## config.mk

```make
export PLATFORM = sky130hd
export DESIGN_NAME = ysyx_23060208_clint_flat
export DESIGN_NICKNAME = d
export VERILOG_FILES = /design/src/rtl/ysyx_23060208_clint_if.sv /design/src/rtl/ysyx_23060208_clint.sv /design/src/flat_wrapper.sv
export SDC_FILE = /design/constraint.sdc
export NUM_CORES = 1
export LEC_CHECK = 0
export BUFFER_PORTS_ARGS = -buffer_cell sky130_fd_sc_hd__buf_2
export CAP_MARGIN = 15
export CORE_UTILIZATION = 62
export CTS_BUF_LIST = sky130_fd_sc_hd__clkbuf_8
export DETAILED_ROUTE_END_ITERATION = 8
export PLACE_DENSITY = 0.83
export SLEW_MARGIN = 20
export SYNTH_ARGS = -nofsm -noshare
export SYNTH_HDL_FRONTEND = slang
export SYNTH_SLANG_ARGS = --single-unit
```

## constraint.sdc

```tcl
create_clock -name clock -period 4.68 [get_ports clock]
set_input_delay 0.468 -clock clock [delete_from_list [all_inputs] [get_ports clock]]
set_output_delay 0.468 -clock clock [all_outputs]
set_load 0.01 [all_outputs]
```

## src/rtl/ysyx_23060208_clint_if.sv

```systemverilog
// AXI4 read-address / read-data channels between the interconnect and the CLINT.
interface ysyx_23060208_clint_if #(
  parameter int ADDR_WIDTH = 32,
  parameter int DATA_WIDTH = 32
);
  logic                      arready;
  logic                      arvalid;
  logic [ADDR_WIDTH-1:0]     araddr;
  logic [3:0]                arid;
  logic [7:0]                arlen;
  logic [2:0]                arsize;
  logic [1:0]                arburst;
  logic                      rready;
  logic                      rvalid;
  logic [1:0]                rresp;
  logic [DATA_WIDTH*2-1:0]   rdata;
  logic                      rlast;
  logic [3:0]                rid;

  modport master (
    output arvalid, araddr, arid, arlen, arsize, arburst, rready,
    input  arready, rvalid, rresp, rdata, rlast, rid
  );

  modport slave (
    input  arvalid, araddr, arid, arlen, arsize, arburst, rready,
    output arready, rvalid, rresp, rdata, rlast, rid
  );
endinterface

```

## src/rtl/ysyx_23060208_clint.sv

```systemverilog
// Read-only CLINT: free-running 64-bit mtime with prescaler, served as an
// atomic 64-bit snapshot over AXI4 single-beat and INCR/FIXED bursts.
module ysyx_23060208_clint #(
  parameter int                    DATA_WIDTH = 32,
  parameter int                    ADDR_WIDTH = 32,
  parameter logic [ADDR_WIDTH-1:0] CLINT_BASE = 'h0200_0000,
  parameter int                    DIVIDER    = 1
) (
  input  logic                     clock,
  input  logic                     reset,
  ysyx_23060208_clint_if.slave     bus
);

  localparam logic [1:0] RESP_OKAY   = 2'b00;
  localparam logic [1:0] RESP_SLVERR = 2'b10;
  localparam logic [1:0] BURST_INCR  = 2'b01;
  localparam logic [1:0] BURST_WRAP  = 2'b10;

  typedef enum logic {IDLE, RESP} state_t;

  state_t                  state;
  logic [63:0]             mtime;
  logic [63:0]             snap;
  logic [31:0]             pcnt;
  logic [ADDR_WIDTH-1:0]   addr;
  logic [ADDR_WIDTH-1:0]   addr_nxt;
  logic [7:0]              len;
  logic [7:0]              beat;
  logic [7:0]              beat_nxt;
  logic [2:0]              size;
  logic [1:0]              burst;

  logic                    arready_q;
  logic                    rvalid_q;
  logic                    rlast_q;
  logic [1:0]              rresp_q;
  logic [DATA_WIDTH*2-1:0] rdata_q;
  logic [3:0]              rid_q;

  assign bus.arready = arready_q;
  assign bus.rvalid  = rvalid_q;
  assign bus.rlast   = rlast_q;
  assign bus.rresp   = rresp_q;
  assign bus.rdata   = rdata_q;
  assign bus.rid     = rid_q;

  // Unsigned wrap of (a - base) makes a single compare cover both the
  // out-of-window case and the offset >= 8 case.
  function automatic logic beat_ok(input logic [ADDR_WIDTH-1:0] a,
                                   input logic [1:0] b, input logic [2:0] s);
    logic [ADDR_WIDTH-1:0] off;
    off = a - CLINT_BASE;
    return (off < ADDR_WIDTH'(8)) && (b != BURST_WRAP) && (s <= 3'd3);
  endfunction

  // Address and beat count of the following beat.
  always_comb begin
    addr_nxt = addr;
    if (burst == BURST_INCR) addr_nxt = addr + (ADDR_WIDTH'(1) << size);
    beat_nxt = beat + 8'd1;
  end

  // Prescaler and mtime, free-running independent of bus activity.
  always_ff @(posedge clock) begin
    if (reset) begin
      pcnt  <= '0;
      mtime <= '0;
    end else if (pcnt == 32'(DIVIDER - 1)) begin
      pcnt  <= '0;
      mtime <= mtime + 64'd1;
    end else begin
      pcnt  <= pcnt + 32'd1;
    end
  end

  // Read FSM; every bus output is registered and prepared one edge ahead.
  always_ff @(posedge clock) begin
    if (reset) begin
      state     <= IDLE;
      arready_q <= 1'b0;
      rvalid_q  <= 1'b0;
      rlast_q   <= 1'b0;
      rresp_q   <= RESP_OKAY;
      rdata_q   <= '0;
      rid_q     <= '0;
      snap      <= '0;
      beat      <= '0;
      addr      <= '0;
      len       <= '0;
      size      <= '0;
      burst     <= '0;
    end else begin
      case (state)
        IDLE: begin
          if (bus.arvalid && arready_q) begin
            state     <= RESP;
            arready_q <= 1'b0;
            rvalid_q  <= 1'b1;
            addr      <= bus.araddr;
            len       <= bus.arlen;
            size      <= bus.arsize;
            burst     <= bus.arburst;
            rid_q     <= bus.arid;
            snap      <= mtime;
            beat      <= '0;
            rlast_q   <= (bus.arlen == 8'd0);
            if (beat_ok(bus.araddr, bus.arburst, bus.arsize)) begin
              rdata_q <= mtime;
              rresp_q <= RESP_OKAY;
            end else begin
              rdata_q <= '0;
              rresp_q <= RESP_SLVERR;
            end
          end else begin
            arready_q <= 1'b1;
          end
        end
        RESP: begin
          if (bus.rready) begin
            if (beat == len) begin
              state     <= IDLE;
              arready_q <= 1'b1;
              rvalid_q  <= 1'b0;
              rlast_q   <= 1'b0;
              rresp_q   <= RESP_OKAY;
              rdata_q   <= '0;
            end else begin
              beat    <= beat_nxt;
              addr    <= addr_nxt;
              rlast_q <= (beat_nxt == len);
              if (beat_ok(addr_nxt, burst, size)) begin
                rdata_q <= snap;
                rresp_q <= RESP_OKAY;
              end else begin
                rdata_q <= '0;
                rresp_q <= RESP_SLVERR;
              end
            end
          end
        end
        default: state <= IDLE;
      endcase
    end
  end

endmodule

```

## src/flat_wrapper.sv

```systemverilog
// flat-port wrapper written by rule: the top's interface ports become plain ports
module ysyx_23060208_clint_flat 
#(
  parameter int                    DATA_WIDTH = 32,
  parameter int                    ADDR_WIDTH = 32,
  parameter logic [ADDR_WIDTH-1:0] CLINT_BASE = 'h0200_0000,
  parameter int                    DIVIDER    = 1
)
  (clock, reset, bus_arvalid, bus_araddr, bus_arid, bus_arlen, bus_arsize, bus_arburst, bus_rready, bus_arready, bus_rvalid, bus_rresp, bus_rdata, bus_rlast, bus_rid);
  ysyx_23060208_clint_if #(.ADDR_WIDTH(ADDR_WIDTH), .DATA_WIDTH(DATA_WIDTH)) bus_i ();
  input  logic clock;
  input  logic reset;
  input wire logic [$bits(bus_i.arvalid)-1:0] bus_arvalid;
  input wire logic [$bits(bus_i.araddr)-1:0] bus_araddr;
  input wire logic [$bits(bus_i.arid)-1:0] bus_arid;
  input wire logic [$bits(bus_i.arlen)-1:0] bus_arlen;
  input wire logic [$bits(bus_i.arsize)-1:0] bus_arsize;
  input wire logic [$bits(bus_i.arburst)-1:0] bus_arburst;
  input wire logic [$bits(bus_i.rready)-1:0] bus_rready;
  output wire logic [$bits(bus_i.arready)-1:0] bus_arready;
  output wire logic [$bits(bus_i.rvalid)-1:0] bus_rvalid;
  output wire logic [$bits(bus_i.rresp)-1:0] bus_rresp;
  output wire logic [$bits(bus_i.rdata)-1:0] bus_rdata;
  output wire logic [$bits(bus_i.rlast)-1:0] bus_rlast;
  output wire logic [$bits(bus_i.rid)-1:0] bus_rid;
  assign bus_i.arvalid = bus_arvalid;
  assign bus_i.araddr = bus_araddr;
  assign bus_i.arid = bus_arid;
  assign bus_i.arlen = bus_arlen;
  assign bus_i.arsize = bus_arsize;
  assign bus_i.arburst = bus_arburst;
  assign bus_i.rready = bus_rready;
  assign bus_arready = bus_i.arready;
  assign bus_rvalid = bus_i.rvalid;
  assign bus_rresp = bus_i.rresp;
  assign bus_rdata = bus_i.rdata;
  assign bus_rlast = bus_i.rlast;
  assign bus_rid = bus_i.rid;
  ysyx_23060208_clint #(.DATA_WIDTH(DATA_WIDTH), .ADDR_WIDTH(ADDR_WIDTH), .CLINT_BASE(CLINT_BASE), .DIVIDER(DIVIDER)) u_core (.clock(clock), .reset(reset), .bus(bus_i));
endmodule
```

==> summary.txt, run 1 <==
status - finished clean
pin count of the biggest net entering global routing - 128
Storage cell area - 0.00573 mm²
clk sink count - 286
worst skew pair latency - 0.57 ns
Fmax - 0.239 GHz
fin nets - 2093
ANT nets after route - 0
Fillers - 1845
dominant combinational cell family by area after synthesis - simple AND/OR/NAND/NOR gates
Post-Layout Cell Count - 2336
Vias - 14000
H-tree Lvls - 2
GRT Total Usage - 32.6%
CTS clk-pin slew, worst paths - 0.06 ns
delay of the slowest critical-path stage - 0.41 ns
Critical Path Source Type - flop
# hold bufs at CTS - 0
Synth Instances - 1964
synthesized area per cell - 7.22 µm²
Synth Area in XOR/XNOR - 6.30%
core area - 0.0222 mm²
post-synthesis mux area share - 0.353%
Critical Path AT - 4.65 ns
final worst slack - 0.504 ns
peak supply drop - 0.198 mV
vias in the first global route - 13000
placed cells - 2256
DIE AREA - 0.0235 mm²
Least-Margin Pin Slew - 1.02 ns
Area Growth Syn to Fin - 11.1%
initial DRC count - 1267
I/O Pins - 126
Worst Reg-to-Reg Cells - 17
starting density of the core - 64.0%
EDFF count, synth - 0
Setup Skew - 0.0163 ns
clk root buf - clkbuf_8
final setup TNS - 0 ns
Hold Vio Cnt, Final - 0
Relative slew margins - 31.9%
Crit. End Element - flop
Final Critical Period - 4.18 ns
Synthesis Warnings - 0
fin util - 71.1%
mapped cell area - 0.0142 mm²
postcts setup bufs - 0
first-pass GRT wire length - 63.8 mm
WHS Path Cells - 3
adder-cell share of the synthesized area - 1.38%
Leak - 0.00570 µW
Synth Net Count - 2032
register bit total from synthesis - 286
async set-reset flop share out of synthesis - 0%
post-detail-place hpwl - 24.4 mm
final wirelength - 38.5 mm
Setup WS pre-CTS - 0.580 ns
total gr overflow - 0
vias per inst - 6.01
CTS tree - yes
Setup CP Type - flop to flop
hold crit path type - input pin to flop
post_cts resized - 0
num rows - 54
Pwr Density - 347 mW/mm²
CP max FO - 64
Main synth FF type - dfxtp_1
worst endpoint required time - 5.15 ns
fin. max-slew vios - 0
Routed WL per cell - 16.5 µm
CP Cell Sequence - nor3_1, ha_1, inv_1, fa_1, nand2b_1, a211oi_2, o21ai_1, nor3_1, xnor2_1, ha_1, nand4b_1, a21oi_1, nand3_1, nor3_1, nand4_1, buf_12, o21ai_0
post-synthesis simple-gate area fraction - 33.6%
CTS max path bufs - 3
die width - 153 µm
worst hold slack - 0.125 ns
Synth cell types - 67
DRC violations left - 0
Chip Height - 153 µm
Finish-stage setup viols - 0
share of layout cells above drive strength 1 - 10.9%
RSZ-0062 raised after global routing - no
Pre-Repair DR Iteration Count - 8
post-synthesis compound-gate area fraction - 13.7%
fin crit share - 89.2%
# diodes - 0
RePlAce Congestion - 0.955
TritonCTS Buffers - 47
initial antenna violation count - 0
CP max stage cell - a211oi_2
max_cap viols - 0
CP most frequent cell - nor3_1
register area share after synthesis - 40.4%
Multi-input gate area - 0.00790 mm²
Port Buffers - 124
-- cells in the final DEF, fill, tap and decap left out, drive strengths merged, types with 8 or more instances in the layout --
cell type	n
dfxtp	286
clkbuf	57
ha	14
nand4	96
and4	19
and2	11
and3	24
o22ai	8
o21ai	120
inv	42
a21oi	141
xnor2	42
xor2	60
nand2	454
buf	143
a211oi	22
nand3	58
or3	26
nor3	28
nor4	23
nor2	292
-- Yosys cell counts, drive strengths merged, types with 5 or more instances --
cell | number | area share [%]
nor3 | 28 | 0.99
and2 | 11 | 0.49
nand4 | 96 | 4.2
a2bb2oi | 5 | 0.31
nor4 | 23 | 1.1
o21ai | 120 | 4.2
clkbuf | 107 | 2.8
nand2b | 5 | 0.22
o211ai | 6 | 0.32
inv | 22 | 0.58
nand2 | 454 | 12
nand3 | 58 | 2.0
a21oi | 141 | 5.0
nor3b | 6 | 0.32
xnor2 | 42 | 2.6
dfxtp | 286 | 40
ha | 14 | 1.2
mux2i | 5 | 0.35
and3 | 24 | 1.1
a211oi | 22 | 1.2
xor2 | 60 | 3.7
buf | 24 | 0.80
nor2 | 292 | 7.7
o22ai | 8 | 0.35
and4 | 19 | 1.2
or3 | 26 | 1.2
-- kinds of logic (layout without fill, tap and decap cells) --
logic type / count (synthesis) / in the layout
compound gates: 340 / 340
xor+xnor: 102 / 102
fa+ha+maj: 15 / 15
buf+inv: 154 / 246
flops: 286 / 286
mux: 5 / 5
other cells: 1 / 1
simple gates: 1061 / 1061
-- metrics by stage --
step,total power [µW],area (µm²)
2_1_floorplan,3150,14200
3_3_place_gp,3400,14900
3_5_place_dp,3420,14900
4_1_cts,5490,15800
5_1_grt,5700,15800
6_report,5470,15800
-- sequential cells by signal, summed over array words and instances (netlist names), 2 cells and up --
signal	count
u_core.bus.rdata	64
u_core.mtime	64
u_core.snap	64
u_core.addr	32
u_core.pcnt	32
u_core.beat	8
u_core.len	8
u_core.bus.rid	4
u_core.size	3
u_core.burst	2
-- routing by layer --
layer	share of wire, %	up-vias	GRT usage (%)
li1	-	6835	-
met5	0	-	0
met3	7.2	90	5.05
met4	2.9	0	13.3
met2	46	547	53.4
met1	43	6569	42.8
-- area by class of cell --
type                            instances  share of cell area [%]
Timing Repair Buffer                  143                    5.12
Tap cell                              280                    2.22
Inverter                               23                   0.548
Multi-Input combinational cell       1524                    50.1
Clock buffer                           57                    4.98
Clock inverter                         23                   0.691
Sequential cell                       286                    36.3
-- worst max-delay path: cells and delay by family (launching register included) --
family / cells / cell delay [ns]
compound gates: 4 / 1.07
xor+xnor: 1 / 0.12
fa+ha+maj: 3 / 0.87
buf+inv: 2 / 0.29
flops: 1 / 0.39
simple gates: 7 / 1.27
-- final timing paths --
path,to,from,slack (ns)
worst max-delay path,u_core.bus.rdata[30],u_core.size[2],0.50
worst min register to register,u_core.bus.rid[3],u_core.bus.rid[3],0.45
worst max register to register,u_core.bus.rdata[30],u_core.size[2],0.50
worst min-delay path,u_core.bus.rid[3],bus_arid[3],0.13
-- power breakdown --
part           internal [µW]  switching (µW)
combinational            246             507
clock                   1100             990
sequential              2530            97.4
total                   3880            1590
Note: power is estimated with default switching activity, not from simulation.
==> inputs of run 2 (changes only) <==
MAX_ROUTING_LAYER = met4   (was not set)
==> summary.txt, run 2 (synthesis results as in run 1) <==
placed cells - 2256 (unchanged)
starting density of the core - 64.0% (unchanged)
Leak - 0.00569 µW (was 0.00570 µW)
CP most frequent cell - nor3_1 (unchanged)
I/O Pins - 126 (unchanged)
Vias - 14000 (about the same)
delay of the slowest critical-path stage - 0.43 ns (was 0.41 ns)
first-pass GRT wire length - 64.7 mm (was 63.8 mm)
TritonCTS Buffers - 47 (unchanged)
CP max stage cell - a211oi_2 (unchanged)
clk root buf - clkbuf_8 (unchanged)
Area Growth Syn to Fin - 11.0% (was 11.1%)
post-detail-place hpwl - 24.6 mm (was 24.4 mm)
pin count of the biggest net entering global routing - 119 (was 128)
worst path buffer plus inverter count - 2 (unchanged)
worst endpoint required time - 5.15 ns (about the same)
Switch Pwr - 1590 µW (about the same)
CP max FO - 64 (unchanged)
Crit. End Element - flop (unchanged)
Hold Vio Cnt, Final - 0 (unchanged)
hold crit path type - input pin to flop (unchanged)
Setup Skew - 0.0229 ns (was 0.0163 ns)
worst skew pair latency - 0.57 ns (about the same)
clk sink count - 286 (unchanged)
stages on the worst setup path - 17 (unchanged)
Pwr Density - 347 mW/mm² (about the same)
num rows - 54 (unchanged)
Critical Path AT - 4.76 ns (was 4.65 ns)
Port Buffers - 124 (unchanged)
Final Critical Period - 4.29 ns (was 4.18 ns)
r2r endpoint - u_core.bus.rdata[60] (was u_core.bus.rdata[30])
DRC violations left - 0 (unchanged)
final wirelength - 38.6 mm (was 38.5 mm)
most frequent cells in the layout - 453 x nand2_1, 291 x nor2_1, 285 x dfxtp_1, 139 x a21oi_1, 123 x buf_2 (unchanged)
DIE AREA - 0.0235 mm² (unchanged)
Chip Height - 153 µm (unchanged)
max_cap viols - 0 (unchanged)
critical path startpoint - u_core.size[2] (unchanged)
Switching Fraction - 29.1% (about the same)
peak supply drop - 0.312 mV (was 0.198 mV)
fin. max-slew vios - 0 (unchanged)
vias per inst - 5.98 (was 6.01)
worst r2r src - u_core.size[2] (unchanged)
share of layout cells above drive strength 1 - 10.9% (about the same)
total gr overflow - 0 (unchanged)
fin nets - 2093 (unchanged)
Finish-stage setup viols - 0 (unchanged)
most common cell after layout, fill and taps aside - nand2_1 (unchanged)
Worst Reg-to-Reg Cells - 17 (unchanged)
# diodes - 0 (unchanged)
Relative slew margins - 31.5% (was 31.9%)
fin crit share - 91.7% (was 89.2%)
initial DRC count - 1359 (was 1267)
Multi-input gate area - 0.00790 mm² (about the same)
Least-Margin Pin Slew - 1.03 ns (was 1.02 ns)
core area - 0.0222 mm² (unchanged)
Int Pwr - 3870 µW (was 3880 µW)
reg-to-reg slack, setup - 0.39 ns (was 0.50 ns)
Post-Layout Cell Count - 2333 (was 2336)
vias in the first global route - 13000 (about the same)
CTS clk-pin slew, worst paths - 0.06 ns (about the same)
die width - 153 µm (unchanged)
CTS tree - yes (unchanged)
Clock Power Share - 37.9% (was 38.2%)
status - finished clean (unchanged)
# hold bufs at CTS - 0 (unchanged)
Critical Path Source Type - flop (unchanged)
Setup CP Type - flop to flop (unchanged)
Gate power share - 13.9% (was 13.8%)
Crit path max-delay family - simple AND/OR/NAND/NOR gates (unchanged)
sequential power share - 48.1% (about the same)
GRT Total Usage - 34.2% (was 32.6%)
RePlAce Congestion - 0.965 (was 0.955)
initial antenna violation count - 0 (unchanged)
CTS max path bufs - 3 (unchanged)
postcts setup bufs - 0 (unchanged)
CP Cell Sequence - nor3_1, ha_1, inv_1, fa_1, nand2b_1, a211oi_2, o21ai_1, nor3_1, xnor2_1, ha_1, nand4b_1, a21oi_1, nand3_1, nor3_1, nand4_1, buf_12, o21ai_0 (unchanged)
post_cts resized - 0 (unchanged)
H-tree Lvls - 2 (unchanged)
Storage cell area - 0.00573 mm² (unchanged)
ANT nets after route - 0 (unchanged)
Fillers - 1867 (was 1845)
final setup TNS - 0 ns (unchanged)
Critical Path Sink - u_core.bus.rdata[60] (was u_core.bus.rdata[30])
Pre-Repair DR Iteration Count - 6 (was 8)
Routed WL per cell - 16.5 µm (about the same)
Fmax - 0.233 GHz (was 0.239 GHz)
RSZ-0062 raised after global routing - no (unchanged)
==> run 2: worst min-delay path by stage <==
stage	start	endpoint	slack, ns	cells past startpoint
global route	bus_arid[0]	u_core.bus.rid[0]	0.15	3
finish	bus_arid[0]	u_core.bus.rid[0]	0.14	3
floorplan	u_core.pcnt[0]	u_core.pcnt[0]	0.43	1
CTS	bus_arburst[1]	u_core.burst[1]	0.13	3
global placement	u_core.bus.rid[1]	u_core.bus.rid[1]	0.44	2
detailed placement	u_core.bus.rid[0]	u_core.bus.rid[0]	0.44	2
==> run 2: through the flow <==
stage | setup slack, ns | hold WS (ns) | util [%] | power, µW | area, µm²
floorplan | 0.998 | 0.430 | - | 3150 | 14200
global placement | 0.699 | 0.439 | 67.1 | 3400 | 14900
detailed placement | 0.558 | 0.443 | 67.1 | 3420 | 14900
CTS | 0.509 | 0.133 | 71.1 | 5470 | 15800
global route | 0.207 | 0.154 | 71.1 | 5690 | 15800
finish | 0.390 | 0.138 | 71.1 | 5460 | 15800
==> run 2: area by class of cell <==
type / count / share of cell area [%]
Sequential cell: 286 / 36.4
Tap cell: 280 / 2.22
Multi-Input combinational cell: 1524 / 50.1
Clock buffer: 57 / 4.98
Inverter: 23 / 0.548
Timing Repair Buffer: 143 / 5.20
Clock inverter: 20 / 0.564
==> run 2: per-layer routing <==
layer  wire length [µm]  share of wire (%)  global-route usage [%]
met5                  0                  0                       -
met4                996                2.6                    12.1
met3               2450                6.3                    4.22
met2              17900                 46                    54.8
met1              17300                 45                    44.4
==> run 2: worst register-to-register path, stage by stage, from the launching register on <==
cell and delay [ns]:
dfxtp_1 0.40, nor3_1 0.22, ha_1 0.19, inv_1 0.06
fa_1 0.39, nand2b_1 0.19, a211oi_2 0.43, o21ai_1 0.35
nor3_1 0.29, xnor2_1 0.12, ha_1 0.29, nand4b_1 0.08
a21oi_1 0.15, nand3_1 0.12, nor3_1 0.16, nand4_1 0.20
buf_12 0.24, o21ai_0 0.31
==> run 2: power groups by stage <==
stage	logic (µW)	clock network, µW	registers, µW
final	759	2070	2630
after global routing	841	2210	2640
after CTS	749	2090	2630
after detailed placement	745	0	2680
after global placement	729	0	2680
after floorplan	486	0	2670
